===== src/rtl/stage_sequencer.sv =====
// Per-round stage sequencer: walks up to NUM_STAGES sub-blocks in fixed order through an
// en/start/done handshake and routes the shared memory write port to the active stage.
module stage_sequencer #(
    parameter int unsigned NUM_STAGES = 4,
    parameter int unsigned ADDR_WIDTH = 11,
    parameter int unsigned WORD_WIDTH = 16,
    parameter int unsigned TIMEOUT    = 255
) (
    input  logic                             clock,
    input  logic                             nrst,
    input  logic                             go,
    input  logic [NUM_STAGES-1:0]            stage_mask,
    output logic [NUM_STAGES-1:0]            stage_en,
    output logic                             stage_start,
    input  logic [NUM_STAGES-1:0]            stage_done,
    input  logic [NUM_STAGES*ADDR_WIDTH-1:0] stage_addr,
    input  logic [NUM_STAGES-1:0]            stage_wr_en,
    input  logic [NUM_STAGES*WORD_WIDTH-1:0] stage_data,
    output logic [ADDR_WIDTH-1:0]            mem_address,
    output logic                             mem_wr_en,
    output logic [WORD_WIDTH-1:0]            mem_data_out,
    output logic [2:0]                       cur_stage,
    output logic                             busy,
    output logic                             round_done,
    output logic                             timeout_err
);

    localparam int unsigned SelWidth = $clog2(NUM_STAGES);
    localparam int unsigned CntWidth = $clog2(TIMEOUT);
    localparam logic [SelWidth-1:0] LastSel = SelWidth'(NUM_STAGES - 1);
    localparam logic [CntWidth-1:0] CntMax  = CntWidth'(TIMEOUT - 1);

    typedef enum logic [2:0] {
        StIdle,
        StCheck,
        StEn,
        StStart,
        StWait,
        StNext,
        StDone
    } state_e;

    state_e                state_q, state_d;
    logic [SelWidth-1:0]   idx_q, idx_d;
    logic [NUM_STAGES-1:0] mask_q, mask_d;
    logic [CntWidth-1:0]   cnt_q, cnt_d;
    logic                  err_q, err_d;

    // Per-stage views of the packed write-port buses
    logic [ADDR_WIDTH-1:0] addr_arr [NUM_STAGES];
    logic [WORD_WIDTH-1:0] data_arr [NUM_STAGES];

    for (genvar g = 0; g < NUM_STAGES; g++) begin : g_unpack
        assign addr_arr[g] = stage_addr[g*ADDR_WIDTH +: ADDR_WIDTH];
        assign data_arr[g] = stage_data[g*WORD_WIDTH +: WORD_WIDTH];
    end

    // State register with synchronous active-low reset
    always_ff @(posedge clock) begin
        if (!nrst) begin
            state_q <= StIdle;
            idx_q   <= '0;
            mask_q  <= '0;
            cnt_q   <= '0;
            err_q   <= 1'b0;
        end else begin
            state_q <= state_d;
            idx_q   <= idx_d;
            mask_q  <= mask_d;
            cnt_q   <= cnt_d;
            err_q   <= err_d;
        end
    end

    // Next-state logic: sequence through masked stages, abort on wait timeout
    always_comb begin
        state_d = state_q;
        idx_d   = idx_q;
        mask_d  = mask_q;
        cnt_d   = cnt_q;
        err_d   = err_q;
        unique case (state_q)
            StIdle: begin
                if (go) begin
                    mask_d  = stage_mask;
                    idx_d   = '0;
                    err_d   = 1'b0;
                    state_d = StCheck;
                end
            end
            StCheck: state_d = mask_q[idx_q] ? StEn : StNext;
            StEn:    state_d = StStart;
            StStart: begin
                cnt_d   = '0;
                state_d = StWait;
            end
            StWait: begin
                // done wins over a timeout landing in the same cycle
                if (stage_done[idx_q]) begin
                    state_d = StNext;
                end else if (cnt_q == CntMax) begin
                    err_d   = 1'b1;
                    state_d = StDone;
                end else begin
                    cnt_d = cnt_q + 1'b1;
                end
            end
            StNext: begin
                if (idx_q == LastSel) begin
                    state_d = StDone;
                end else begin
                    idx_d   = idx_q + 1'b1;
                    state_d = StCheck;
                end
            end
            StDone:  state_d = StIdle;
            default: state_d = StIdle;
        endcase
    end

    // Moore outputs from registered state/idx; write port muxed to the selected stage
    always_comb begin
        stage_en = '0;
        if (state_q == StEn) begin
            stage_en[idx_q] = 1'b1;
        end
        stage_start  = (state_q == StStart);
        busy         = (state_q != StIdle);
        round_done   = (state_q == StDone);
        timeout_err  = err_q;
        cur_stage    = 3'(idx_q);
        mem_address  = addr_arr[idx_q];
        mem_data_out = data_arr[idx_q];
        mem_wr_en    = stage_wr_en[idx_q] &&
                       ((state_q == StEn) || (state_q == StStart) || (state_q == StWait));
    end

endmodule


===== config.mk =====
export PLATFORM = sky130hd
export DESIGN_NAME = stage_sequencer
export DESIGN_NICKNAME = d
export VERILOG_FILES = /design/src/rtl/stage_sequencer.sv
export SDC_FILE = /design/constraint.sdc
export NUM_CORES = 1
export LEC_CHECK = 0
export CORE_ASPECT_RATIO = 0.5
export CORE_MARGIN = 2
export CORE_UTILIZATION = 33
export DETAILED_ROUTE_END_ITERATION = 8
export MAX_ROUTING_LAYER = met4
export PLACE_DENSITY = 0.85
export SYNTH_ARGS = -nofsm -noshare
export SYNTH_HDL_FRONTEND = slang
export SYNTH_SLANG_ARGS = --single-unit

===== constraint.sdc =====
create_clock -name clock -period 4 [get_ports clock]
set_input_delay 0.8 -clock clock [delete_from_list [all_inputs] [get_ports clock]]
set_output_delay 0.8 -clock clock [all_outputs]
set_load 0.05 [all_outputs]

==> results of run 1 <==
## synthesized netlist by cell type (3+ instances only)
cell type   n
a21boi_0    5
a21oi_1    10
and2_1      4
and3b_1     3
buf_2       3
clkbuf_1    7
dfxtp_1    18
ha_1        6
inv_1       5
mux4_2     30
nand2_1     9
nand2b_1    4
nand3_1     9
nor2_1      4
nor2b_1     6
nor3_1      3
o21a_1      3
o21ai_0     5
or3_1       5
## state kept, by name, summed over array words and instances, names as in the netlist
register,cells
timeout_err,1
cnt_q,8
mask_q,4
state_q,3
idx_q,2
## critical path, cell delays in order
cell and delay [ns]:
clkdlybuf4s50_1 0.45, mux4_2 0.53, clkdlybuf4s50_1 0.73
## stage by stage
step	power (W)	worst slack (ns)	util	instance area, um^2	hold WS, ns
floorplan	0.000478	0.701	-	1710	0.440
global placement	0.000678	0.725	0.682	3380	0.453
detailed placement	0.000690	0.678	0.682	3380	0.478
CTS	0.000816	0.675	0.691	3420	0.487
global route	0.000854	0.583	0.691	3420	0.507
finish	0.000814	0.683	0.691	3420	0.483
## area by class of cell
type	count	area, um^2	share of cell area
well taps	70	87.6	0.0256
inverters	5	18.8	0.00548
repair buffers	164	1640	0.480
flip-flops and latches	18	362	0.106
multi-input cells	123	1270	0.371
clock buffers	3	41.3	0.0121
## cell usage in the layout (no fill, tap or decap), types with 3 or more instances in the layout
master           count
a21boi_0             5
a21oi_1             10
and2_1               4
and3b_1              3
buf_4                3
clkbuf_8             3
clkdlybuf4s50_1    160
dfxtp_1             17
ha_1                 6
inv_1                5
mux4_2              30
nand2_1              9
nand2b_1             4
nand3_1              9
nor2_1               4
nor2b_1              6
nor3_1               3
o21a_1               3
o21ai_0              5
or3_1                5
## cells by family (layout without fill, tap and decap cells)
kind of cell / Yosys count / after routing / share of synthesized area
buf+inv: 18 / 172 / 0.0482
compound gates: 28 / 28 / 0.102
other cells: 1 / 1 / 0.00219
mux: 31 / 31 / 0.401
flops: 18 / 18 / 0.211
fa+ha+maj: 6 / 6 / 0.0439
simple gates: 57 / 57 / 0.192
## power breakdown
part / total, W / switching, W / internal, W
Clock: 0.000129 / 0.0000618 / 0.0000670
Sequential: 0.000216 / 0.0000239 / 0.000192
Combinational: 0.000470 / 0.000223 / 0.000247
Total: 0.000814 / 0.000309 / 0.000506
## path summary, 6_finish.rpt
kind	to	slack [ns]	depth (start not counted)
min	mask_q[0]	0.48	2
max reg2reg	cnt_q[5]	1.53	4
max	mem_address[10]	0.68	3
min reg2reg	mask_q[0]	0.48	2
## layer usage
layer,part of all wire,wire length (um)
met1,0.40,2810
met2,0.54,3850
met3,0.048,341
met4,0.012,88
met5,0,0
==> impl_metrics.tcl, run 1 <==
set metrics [dict create \
    status "completed" \
    post-synth-top-area-cell "mux4_2" \
    timing.slew.headroom 0.566 \
    hold_viol 0 \
    synth_edf_count 0 \
    grt_max_degree 23 \
    vias 1993 \
    drv_slew 0 \
    arrival_ns 2.52 \
    clkLatencyLatePin_ns 0.25 \
    synth_area_leaders "mux4_2 (39%), dfxtp_1 (21%), ha_1 (4.4%), a21oi_1 (2.9%), nand3_1 (2.6%)" \
    vias_per_cell 5.20 \
    cts_tree "built" \
    reg2reg_from "idx_q[0]" \
    cts_buffer_depth 2 \
    synth-seq-cells 18 \
    synth_cell_types 39 \
    post-dp-hpwl_um 6070 \
    max_freq_mhz 302 \
    hold_path.class "flop to flop" \
    fin_crit_ns 3.32 \
    wire_per_inst_um 18.5 \
    dp.cells 380 \
    drtAntennaViolNets 0 \
    grt-ovfl-total 0 \
    numCtsBuffers 3 \
    die-area_um2 5810 \
    syn_area_per_cell_um2 10.8 \
    cts_sinks 18 \
    min-delay-start "mask_q[0]" \
    synth-warning-count 0 \
    antenna-diode-count 0 \
    synth_seq_area_share 0.211 \
    met3_usage 0.0375 \
    rows 18 \
    path_max_fanout 1 \
    place.gp.congestion 0.826 \
    p_per_area_nw_per_um2 238 \
    drc_errors 0 \
    portBuffers 160 \
    ir_drop_mv 0.179 \
    start_util 0.345 \
    h-tree-depth 1 \
    nFillCells 391 \
    syn_area_um2 1710 \
    gr-usage-met1 0.272 \
    layout-drive-gt1-share 0.128 \
    startpoint_type "input port" \
    synth_top_flop_cell "dfxtp_1" \
    finalSetupViolCount 0 \
    coreArea_um2 4950 \
    grt.busiest_layer "met2" \
    yosys.area.top_type_share 0.395 \
    syn-num-nets 288 \
    instances_no_fill 383 \
    num_io_pins 162 \
    cts_root_buffer "clkbuf_8" \
    drt_iter0_markers 81 \
    critPathKind "input port to output pin" \
    grt_util_all_layers 0.228 \
    die_height_um 54.9 \
    fin_skew_ns 0.000859 \
    crit_path_end_kind "output pin" \
    met2_usage 0.427 \
    first_global_vias 1874 \
    firstDrtPassIters 4 \
    clk_pin_slew_worst_paths_ns 0.07 \
    required_ns 3.20 \
    nets 444 \
    tightest_slew_ns 0.643 \
    cellLeakagePower_nw 1.19 \
    cts_resized 0 \
    maxCapViolCount 0 \
    dieWidth_um 106 \
    rsz0062_at_grt "no" \
    fin_crit_sh 0.829 \
    post_cts_buffers 0 \
    antenna_found_initial 0 \
    fin_tns_setup_ns 0 \
    cts_hold_buffers 0 \
    synth_cells 159 \
    crit_start "stage_addr[43]" \
    wirelength_um 7090 \
    area_growth_pct 99.9 \
    async_flop_share 0 \
    grt_first_pass_wirelength_um 9740 \
]
No activity file was read; power rests on OpenSTA's default activity.
==> run 2, diff against run 1 <==
CORE_UTILIZATION = 31   (was 33)
PLACE_DENSITY = 0.8   (was 0.85)
clock period = 3.09 ns   (was 4 ns; I/O delays follow)
==> run 2 against run 1 <==
  * Hold slack got worse by 0.014 ns
  * Setup slack got worse by 0.15 ns
  * Global-route usage is 0.39 points lower
  * Clock skew rose by 0.0023 ns
  * Critical endpoint unchanged
==> impl_metrics.tcl, run 2 (synthesis results as in run 1) <==
set metrics [dict create \
    required_ns 2.47 \
    h-tree-depth 1 \
    die_height_um 56.5 \
    nFillCells 441 \
    fin_skew_ns 0.00314 \
    instances_no_fill 388 \
    post-dp-hpwl_um 6020 \
    timing.slew.headroom 0.541 \
    crit_start "idx_q[0]" \
    drc_errors 0 \
    final_common_cell "clkdlybuf4s50_1" \
    slowest_stage "dfxtp_2" \
    seq_area_um2 362 \
    cpPeakStageDelay_ns 0.60 \
    hold_path.class "flop to flop" \
    finalSetupViolCount 0 \
    drv_slew 0 \
    cts_resized 0 \
    rsz0062_at_grt "no" \
    cts_sinks 18 \
    place.gp.congestion 0.819 \
    numCtsBuffers 3 \
    num_io_pins 162 \
    cellLeakagePower_nw 1.25 \
    antenna-diode-count 0 \
    fin_crit_sh 0.828 \
    reg2reg_from "idx_q[0]" \
    wire_per_inst_um 18.2 \
    clk_pin_slew_worst_paths_ns 0.07 \
    grt_util_all_layers 0.224 \
    placed_cell_area_um2 3360 \
    min-delay-start "mask_q[0]" \
    critPathKind "flop to output pin" \
    hold_viol 0 \
    first_global_vias 1951 \
    clkLatencyLatePin_ns 0.26 \
    arrival_ns 1.94 \
    cp.buffers_inverters 2 \
    max_freq_mhz 391 \
    final_area_um2 3420 \
    cts_hold_buffers 0 \
    rows 19 \
    antenna_found_initial 0 \
    largest_reg_flops 8 \
    regMostFlops "cnt_q" \
    fin_tns_setup_ns 0 \
    multi_input_area_um2 1270 \
    tightest_slew_ns 0.680 \
    area_growth_pct 99.6 \
    grt_first_pass_wirelength_um 10100 \
    grt-ovfl-total 0 \
    post_cts_buffers 0 \
    cts_root_buffer "clkbuf_8" \
    portBuffers 160 \
    grt_max_degree 18 \
    ir_drop_mv 0.180 \
    dp.cells 384 \
    status "completed" \
    vias_per_cell 5.13 \
    layout-drive-gt1-share 0.235 \
    final_util 0.633 \
    start_util 0.317 \
    drtAntennaViolNets 0 \
    top_regs "cnt_q x8, mask_q x4, state_q x3" \
    cts_buffer_depth 2 \
    maxCapViolCount 0 \
    cts_tree "built" \
    startpoint_type "flop" \
    nets 445 \
    wirelength_um 7080 \
    crit_path_end_kind "output pin" \
    drt_iter0_markers 119 \
    cp_cell_sequence "buf_4 > mux4_2 > buf_12" \
    final_cell_mix "clkdlybuf4s50_1 (128), buf_4 (32), mux4_2 (30)" \
    die-area_um2 6170 \
    p_per_area_nw_per_um2 316 \
    path_delay_family "flip-flops" \
    dieWidth_um 109 \
    coreArea_um2 5400 \
    firstDrtPassIters 4 \
    vias 1989 \
    path_max_fanout 14 \
    fin_crit_ns 2.56 \
]
-- run 2: layout make-up --
| cell class | instances | share of cell area |
|---|---|---|
| Clock buffer | 4 | 0.0161 |
| Inverter | 5 | 0.00549 |
| Multi-Input combinational cell | 123 | 0.371 |
| Sequential cell | 18 | 0.106 |
| Tap cell | 73 | 0.0267 |
| Timing Repair Buffer | 165 | 0.475 |
-- run 2: report_power, final --
group	total, W	switching [W]	internal (W)	leakage (nW)
combinational	0.000607	0.000291	0.000316	1.07
sequential	0.000280	0.0000311	0.000248	0.147
clock	0.000195	0.0000814	0.000113	0.0288
total	0.00108	0.000404	0.000677	1.25
-- run 2: tightest hold or removal path, cell delays in order, from the launching register on --
cell      delay (ns)
dfxtp_1         0.31
nand2_1         0.05
a21boi_0        0.06
-- run 2: routing by layer --
metal	GRT usage	wire length, um
met5	-	0
met3	0.0430	496
met4	0.0476	117
met1	0.276	2850
met2	0.385	3610
-- run 2: worst paths after layout --
check	to	slack [ns]	depth (start not counted)
worst min register to register	mask_q[0]	0.47	2
worst max-delay path	mem_address[10]	0.53	3
worst max register to register	cnt_q[5]	0.73	4
worst min-delay path	mask_q[0]	0.47	2
-- run 2: stage by stage --
stage | hold slack [ns] | total power, W | setup WS [ns]
finish | 0.469 | 0.00108 | 0.531
global route | 0.490 | 0.00113 | 0.368
CTS | 0.471 | 0.00109 | 0.478
detailed placement | 0.461 | 0.000894 | 0.353
global placement | 0.449 | 0.000881 | 0.391
floorplan | 0.440 | 0.000619 | 0.314
